### src/rtl/axis_frame_tlast_packer_pkg.sv
// axis_frame_tlast_packer_pkg: default geometry and counter sizing shared by the packer and its FIFO
package axis_frame_tlast_packer_pkg;

    localparam int DEF_DATA_WIDTH      = 32;
    localparam int DEF_WORDS_PER_LINE  = 50;
    localparam int DEF_LINES_PER_FRAME = 200;
    localparam int DEF_FIFO_DEPTH      = 16;
    localparam int DEF_NB_FRAME_CNT    = 16;

    function automatic int cnt_w(input int n);
        return (n > 1) ? $clog2(n) : 1;
    endfunction

endpackage

### src/rtl/axis_frame_tlast_packer_sync_fifo.sv
// axis_sync_fifo: first-word-fall-through FIFO with wrap-bit pointers; head reads as zero when empty
module axis_sync_fifo
    import axis_frame_tlast_packer_pkg::*;
#(
    parameter int WIDTH = DEF_DATA_WIDTH + 2,
    parameter int DEPTH = DEF_FIFO_DEPTH
) (
    input  logic             clk_i,
    input  logic             rst_ni,
    input  logic             wr_en_i,
    input  logic [WIDTH-1:0] wr_data_i,
    input  logic             rd_en_i,
    output logic [WIDTH-1:0] rd_data_o,
    output logic             full_o,
    output logic             empty_o
);

    localparam int AW = cnt_w(DEPTH);

    logic [WIDTH-1:0] mem_q [DEPTH];
    logic [AW:0]      wr_ptr_q, wr_ptr_d, rd_ptr_q, rd_ptr_d;
    logic             wr_ok, rd_ok;

    assign full_o    = (wr_ptr_q[AW] != rd_ptr_q[AW]) && (wr_ptr_q[AW-1:0] == rd_ptr_q[AW-1:0]);
    assign empty_o   = wr_ptr_q == rd_ptr_q;
    assign wr_ok     = wr_en_i && !full_o;
    assign rd_ok     = rd_en_i && !empty_o;
    assign rd_data_o = empty_o ? '0 : mem_q[rd_ptr_q[AW-1:0]];

    // Pointer advance: full/empty come from the registered pointers, so a write while full is refused even if a read frees a slot this cycle
    always_comb begin
        wr_ptr_d = wr_ok ? wr_ptr_q + 1'b1 : wr_ptr_q;
        rd_ptr_d = rd_ok ? rd_ptr_q + 1'b1 : rd_ptr_q;
    end

    // Storage array, no reset needed since the head is masked while empty
    always_ff @(posedge clk_i) begin
        if (wr_ok) mem_q[wr_ptr_q[AW-1:0]] <= wr_data_i;
    end

    // Pointer registers
    always_ff @(posedge clk_i) begin
        if (!rst_ni) begin
            wr_ptr_q <= '0;
            rd_ptr_q <= '0;
        end else begin
            wr_ptr_q <= wr_ptr_d;
            rd_ptr_q <= rd_ptr_d;
        end
    end

endmodule

### src/rtl/axis_frame_tlast_packer.sv
// axis_frame_tlast_packer: buffers convolver words, tags frame start (tuser) and line end (tlast), drops on overflow
module axis_frame_tlast_packer
    import axis_frame_tlast_packer_pkg::*;
#(
    parameter int DATA_WIDTH      = DEF_DATA_WIDTH,
    parameter int WORDS_PER_LINE  = DEF_WORDS_PER_LINE,
    parameter int LINES_PER_FRAME = DEF_LINES_PER_FRAME,
    parameter int FIFO_DEPTH      = DEF_FIFO_DEPTH,
    parameter int NB_FRAME_CNT    = DEF_NB_FRAME_CNT
) (
    input  logic                    axi_clk,
    input  logic                    axi_reset_n,
    input  logic                    s_axis_valid,
    input  logic [DATA_WIDTH-1:0]   s_axis_data,
    output logic                    s_axis_ready,
    output logic                    m_axis_valid,
    output logic [DATA_WIDTH-1:0]   m_axis_data,
    output logic                    m_axis_last,
    output logic                    m_axis_user,
    input  logic                    m_axis_ready,
    output logic                    o_overflow,
    output logic [NB_FRAME_CNT-1:0] o_frame_count
);

    localparam int WW = cnt_w(WORDS_PER_LINE);
    localparam int LW = cnt_w(LINES_PER_FRAME);
    localparam int EW = DATA_WIDTH + 2;
    localparam logic [WW-1:0] W_MAX = WW'(WORDS_PER_LINE - 1);
    localparam logic [LW-1:0] L_MAX = LW'(LINES_PER_FRAME - 1);

    logic [WW-1:0]           word_cnt_q, word_cnt_d;
    logic [LW-1:0]           line_cnt_q, line_cnt_d;
    logic [LW-1:0]           out_line_q, out_line_d, cur_line;
    logic                    overflow_q, overflow_d;
    logic [NB_FRAME_CNT-1:0] frame_cnt_q, frame_cnt_d;
    logic                    full, empty, pop, in_user, in_last;
    logic [EW-1:0]           rd_entry;

    assign in_user = (word_cnt_q == '0) && (line_cnt_q == '0);
    assign in_last = word_cnt_q == W_MAX;
    assign pop     = m_axis_valid && m_axis_ready;

    axis_sync_fifo #(
        .WIDTH (EW),
        .DEPTH (FIFO_DEPTH)
    ) u_fifo (
        .clk_i     (axi_clk),
        .rst_ni    (axi_reset_n),
        .wr_en_i   (s_axis_valid),
        .wr_data_i ({in_user, in_last, s_axis_data}),
        .rd_en_i   (pop),
        .rd_data_o (rd_entry),
        .full_o    (full),
        .empty_o   (empty)
    );

    assign {m_axis_user, m_axis_last, m_axis_data} = rd_entry;
    assign m_axis_valid  = !empty;
    assign s_axis_ready  = !full;
    assign o_overflow    = overflow_q;
    assign o_frame_count = frame_cnt_q;

    // Input framing: counts every valid word, written or dropped, so tags stay aligned to the source
    always_comb begin
        word_cnt_d = word_cnt_q;
        line_cnt_d = line_cnt_q;
        if (s_axis_valid) begin
            word_cnt_d = in_last ? '0 : word_cnt_q + 1'b1;
            if (in_last) line_cnt_d = (line_cnt_q == L_MAX) ? '0 : line_cnt_q + 1'b1;
        end
        overflow_d = overflow_q || (s_axis_valid && full);
    end

    // Output framing: a user pop restarts the line count; last on the final line closes a frame
    always_comb begin
        cur_line    = m_axis_user ? '0 : out_line_q;
        out_line_d  = out_line_q;
        frame_cnt_d = frame_cnt_q;
        if (pop) begin
            out_line_d = cur_line;
            if (m_axis_last) begin
                out_line_d  = (cur_line == L_MAX) ? '0 : cur_line + 1'b1;
                frame_cnt_d = (cur_line == L_MAX) ? frame_cnt_q + 1'b1 : frame_cnt_q;
            end
        end
    end

    // Framing counters, sticky overflow and frame count registers
    always_ff @(posedge axi_clk) begin
        if (!axi_reset_n) begin
            word_cnt_q  <= '0;
            line_cnt_q  <= '0;
            out_line_q  <= '0;
            overflow_q  <= 1'b0;
            frame_cnt_q <= '0;
        end else begin
            word_cnt_q  <= word_cnt_d;
            line_cnt_q  <= line_cnt_d;
            out_line_q  <= out_line_d;
            overflow_q  <= overflow_d;
            frame_cnt_q <= frame_cnt_d;
        end
    end

endmodule

### config.mk
export PLATFORM = sky130hd
export DESIGN_NAME = axis_frame_tlast_packer
export DESIGN_NICKNAME = d
export VERILOG_FILES = /design/src/rtl/axis_frame_tlast_packer_pkg.sv /design/src/rtl/axis_frame_tlast_packer_sync_fifo.sv /design/src/rtl/axis_frame_tlast_packer.sv
export SDC_FILE = /design/constraint.sdc
export NUM_CORES = 1
export LEC_CHECK = 0
export CAP_MARGIN = 40
export CORE_ASPECT_RATIO = 0.9
export CORE_MARGIN = 4
export CORE_UTILIZATION = 30
export CTS_CLUSTER_DIAMETER = 60
export CTS_CLUSTER_SIZE = 24
export DETAILED_ROUTE_END_ITERATION = 6
export SLEW_MARGIN = 20
export SYNTH_ARGS = -nofsm -noshare
export SYNTH_HDL_FRONTEND = slang
export SYNTH_HIERARCHICAL = 1
export SYNTH_SLANG_ARGS = --single-unit
### constraint.sdc
create_clock -name axi_clk -period 4.35 [get_ports axi_clk]
set_input_delay 0.435 -clock axi_clk [delete_from_list [all_inputs] [get_ports axi_clk]]
set_output_delay 0.435 -clock axi_clk [all_outputs]
set_load 0.005 [all_outputs]
Word-level counts from Yosys, hierarchy flattened
Memory sizes are Yosys's and may differ from the RTL's. A register that Yosys moved wholly into a read port is not among the register bits.
Cells that the tools add are included.

storage, ports and cells
  flip-flop bits (word level) = 49
  RAM bits = 544
  input port bits = 36
  output and inout bits = 53
  logic and storage cells = 43
  memories = 1

operators by class
  add/sub/neg operators = 6
  eq/ne operators = 6
  muxes and demuxes = 10
  reduce and logical (&&, ||, !) cells = 13

memory list
  memory        words  width  rd ports  clocked after Yosys merged registers in  write ports  RTL line                                 RTL
  u_fifo.mem_q  16     34     1         1                                        1            axis_frame_tlast_packer_sync_fifo.sv:20  logic [WIDTH-1:0] mem_q [DEPTH];

operator list
  cell                                            number
  two-way mux 34 bit                              1
  two-way mux 8 bit                               4
  adder 16 x 1 -> 16 bit (second input constant)  1
  adder 8 x 1 -> 8 bit (second input constant)    2
  equality test 8 bit (second input constant)     2
  adder 5 x 1 -> 5 bit (second input constant)    2
  zero test 8 bit                                 1
  two-way mux 4 bit                               2
  adder 6 x 1 -> 6 bit (second input constant)    1
  equality test 6 bit (second input constant)     1
  logical AND 1 bit                               6
  zero test 6 bit                                 1
  two-way mux 6 bit                               1
  equality test 5 bit                             1
  equality test 4 bit                             1
  AND reduction 3 bit                             1
  zero test 1 bit                                 2
  two-way mux 1 bit                               2
  AND reduction 2 bit                             1
  logical OR 1 bit                                1
  inequality test 1 bit                           1

Longest topological paths before layout
Gate-level depths: netlist of the first run.

  word-level depth = 6
  mapped depth = 15
  mapped depth without buffers = 11

Cells and area by module
The synthesis of the first run kept the hierarchy.

by module, submodules not included
  module                   instances  cells each  area each (µm²)  seq. area each (µm²)
  axis_sync_fifo           1          946         21411.8          16615.9
  axis_frame_tlast_packer  1          241         2082.0           780.7

Least setup slack after synthesis of the first run
Ideal clock, no wire load.

  kind = register to register
  start = register (tool-made name)
  end = register out_line_q[5]
  library setup time = 0.071 ns
  data arrival time = 2.997 ns
  required time = 4.279 ns
  setup slack = 1.283 ns
  cell stages (with the launch flop) = 14
  path buffers = 4
  period minus slack after synthesis = 3.067 ns
  cell sequence = dfxtp_1 buf_4 buf_2 buf_4 mux4_2 o22ai_1 nor3_1 clkbuf_1 nor2b_1 ha_1 and4b_4 a31o_2 or4_1 a21oi_1

RTL lines
  what                  RTL line                       RTL
  end signal, assigned  axis_frame_tlast_packer.sv:99  out_line_q <= out_line_d;
  end, declared         axis_frame_tlast_packer.sv:33  logic [LW-1:0] out_line_q, out_line_d, cur_line;

==> flow_metrics.env, run 1 <==
export IMPL_initial_core_util_pct=30.25
export IMPL_synth_seq_cells=597
export IMPL_synth_compound_area_share_pct=3.888
export IMPL_cts_buffers=42
export IMPL_cts_tree="done"
export IMPL_cp_buffers_inverters=3
export IMPL_reg2reg_setup_slack_ps=550
export IMPL_synth_area_leaders="edfxtp_1 (70%), mux4_2 (13%), dfxtp_1 (4.5%)"
export IMPL_setup_viol=0
export IMPL_power_density_mw_per_mm2=418.9
export IMPL_path_cells="buf_4, mux4_2, o22ai_1, nor3_2, buf_4, clkdlybuf4s50_1"
export IMPL_htreeDepth=2
export IMPL_io_pin_count=89
export IMPL_cp_slowest_cell="dfxtp_4"
export IMPL_final_area_mm2=0.02733
export IMPL_max_freq_mhz=252.1
export IMPL_ant_nets=0
export IMPL_hold_violations=0
export IMPL_syn_area_mm2=0.02349
export IMPL_hold_class="flip-flop to flip-flop"
export IMPL_die_area_mm2=0.08286
export IMPL_fin_util_pct=35.19
export IMPL_worstPathArrival_ps=3530
export IMPL_post_route_drc_count=0
export IMPL_fin_nets=1340
export IMPL_crit_fanout=34
export IMPL_syn_to_final_growth_pct=16.34
export IMPL_vias_per_cell=4.988
export IMPL_cp_depth=6
export IMPL_grt_pass1_wl_um=79580
export IMPL_dr_pass1_iters=4
export IMPL_synth_top_cell_area_share_pct=69.53
export IMPL_die_w_um=303.0
export IMPL_p_leak_nw=8.169
export IMPL_rr_endpoint="o_frame_count[15]$_SDFFE_PN0P_"
export IMPL_worstPathRequired_ps=3910
export IMPL_drv_slew=0
export IMPL_hold_end="o_overflow$_SDFF_PN0_"
export IMPL_period_needed_ps=3966
export IMPL_synth_area_per_cell_um2=19.79
export IMPL_cts_buffer_depth=3
export IMPL_synth_xor_area_share_pct=0.5592
export IMPL_wire_per_inst_um=22.59
export IMPL_io_buffers=88
export IMPL_synth_cells=1187
export IMPL_dpl_worst_slack_ps=572.0
export IMPL_first_iter_violations=839
export IMPL_place_area_mm2=0.02580
export IMPL_synth_top_family_by_area="multiplexers"
export IMPL_track_usage_pct=12.81
export IMPL_grt_setup_unrepaired="no"
export IMPL_synth_top_cell_by_area="edfxtp_1"
export IMPL_vdd_ir_drop_max_v=0.0002593
export IMPL_cap_violations=0
export IMPL_cp_start_kind="flip-flop"
export IMPL_ys_seq_area_share_pct=74.05
export IMPL_synth_simple_area_share_pct=5.326
export IMPL_antenna_found_initial=2
export IMPL_rr_startpoint="u_fifo/wr_ptr_q[3]$_SDFFE_PN0P_"
export IMPL_cts_resized=0
export IMPL_relSlewSlack_pct=47.29
export IMPL_crit_path_frequent_cell="buf_4"
export IMPL_die_y_um=273.5
export IMPL_syn_nets=1235
export IMPL_cts_setup_buffers=0
export IMPL_place_hpwl_um=30760
export IMPL_root_buffer="clkbuf_16"
export IMPL_num_rows=97
export IMPL_placedCellCount=2287
export IMPL_synth_mux_area_fraction_pct=13.55
export IMPL_whs_ps=478.4
export IMPL_finalNonFillerCells=2366
export IMPL_core_mm2=0.07767
export IMPL_synthFlopType="edfxtp_1"
export IMPL_gp_congestion=0.7361
export IMPL_ys_types=59
export IMPL_wl_um=53440
export IMPL_grt_pass1_vias=12265
export IMPL_yosys_warnings=6
export IMPL_slowest_delay_ps=790
export IMPL_r2r_cells=12
export IMPL_clkTransAtPathRegs_ps=90
export IMPL_worstMarginPinSlew_ps=789.8
export IMPL_cts_sinks=597
export IMPL_final_common_cell="edfxtp_1"
export IMPL_hold_buffers=0
export IMPL_synth_edf_count=544
export IMPL_worstSetupEndpointType="primary output"
export IMPL_status="completed"
export IMPL_fin_skew_ps=41.42
export IMPL_grt_ovfl_total=0
export IMPL_power_mw=11.45
export IMPL_yosys_area_share_adder_pct=0.6391
export IMPL_async_reset_ff_share_pct=0
export IMPL_clock_latency_ps=610
export IMPL_period_share_pct=91.18
export IMPL_grt_max_degree=43
export IMPL_worst_slack_ps=383.7
export IMPL_critPathKind="flip-flop to primary output"
export IMPL_crit_family="buffers and inverters"
export IMPL_min_path_cells=2
export IMPL_layout_drive_gt1_share_pct=24.00
export IMPL_final_cell_mix="edfxtp_1 (544), mux4_2 (136), clkdlybuf4s50_1 (88)"
export IMPL_hp_start="o_overflow$_SDFF_PN0_"
export IMPL_vias=11801
export IMPL_setup_tns_ps=0
-- Yosys cell counts, types with 2 or more instances --
cell type	count
nor3_2	29
o311ai_1	4
and2_1	3
nor3_1	7
and3_1	12
o31ai_1	2
o41ai_1	6
o311ai_0	3
nor2_1	18
dfxtp_1	53
and4_1	2
nand4_1	16
a31oi_1	3
a21oi_2	2
nand2_1	30
edfxtp_1	544
nor4_1	3
inv_1	18
o21ai_0	20
xor2_1	6
buf_4	11
or3_1	12
nor2b_1	4
clkbuf_1	16
or4_1	5
and4b_1	4
a21oi_4	2
buf_6	8
nand4_4	2
o211ai_1	6
nand2b_1	12
nand3_1	13
buf_2	29
and3_2	4
mux4_2	136
a21oi_1	22
xnor2_1	9
o22ai_1	68
mux2i_1	12
ha_1	12
-- power by group --
| group | total, mW | switching, mW | internal [mW] |
|---|---|---|---|
| Combinational | 0.800 | 0.446 | 0.354 |
| Clock | 4.30 | 2.23 | 2.07 |
| Sequential | 6.35 | 0.0343 | 6.32 |
-- tightest hold or removal path: cells and delay by family, from the launching register on --
kind	cells	cell delay [ps]
flops	1	330
simple gates	1	70
compound gates	1	50
-- metal layers --
layer	share of wire, %	GRT usage [%]
met2	50	21.74
met1	42	17.11
met3	5.8	2.514
met4	1.8	2.826
met5	0.013	0
-- registers in the layout, summed over array words and instances, names as in the netlist, named ones only --
| register | flops |
|---|---|
| u_fifo/mem_q | 544 |
| u_fifo/wr_ptr_q | 5 |
| line_cnt_q | 8 |
| word_cnt_q | 6 |
| o_overflow | 1 |
| out_line_q | 8 |
| o_frame_count | 16 |
| u_fifo/rd_ptr_q | 5 |
-- worst max-delay path by stage --
stage	to	slack [ps]
after CTS	m_axis_last	270
after floorplan	out_line_q[5]$_SDFFE_PN0N_	1280
after detailed placement	o_frame_count[15]$_SDFFE_PN0P_	570
after global routing	m_axis_last	80
after global placement	o_frame_count[15]$_SDFFE_PN0P_	570
final	m_axis_last	380
-- kinds of logic (layout without fill, tap and decap cells) --
group | count (synthesis) | count (layout)
adders and majority gates | 12 | 12
and+or+nand+nor | 188 | 188
other | 0 | 2
AOI/OAI and AO/OA | 142 | 142
buffers and inverters | 85 | 223
DFF | 597 | 597
xor gates and xnor gates | 15 | 15
muxes | 148 | 148
-- area by class of cell --
class / count / area, um2
Inverter: 20 / 77.57
Tap cell: 1039 / 1300
Sequential cell: 597 / 17410
Clock buffer: 45 / 1062
Fill cell: 7229 / 50340
Timing Repair Buffer: 126 / 1341
Antenna cell: 2 / 5.005
Multi-Input combinational cell: 505 / 5670
Clock inverter: 32 / 467.9
Power figures use the tool's default switching activity.
==> run 2, diff against run 1 <==
--- a/config.mk
+++ b/config.mk
@@ -5,7 +5,7 @@
 export SDC_FILE = /design/constraint.sdc
 export NUM_CORES = 1
 export LEC_CHECK = 0
-export CAP_MARGIN = 40
+export CAP_MARGIN = 30
 export CORE_ASPECT_RATIO = 0.9
 export CORE_MARGIN = 4
 export CORE_UTILIZATION = 30
==> results of run 2 <==
No change in the layout: final DEF, timing and power equal those of run 1.
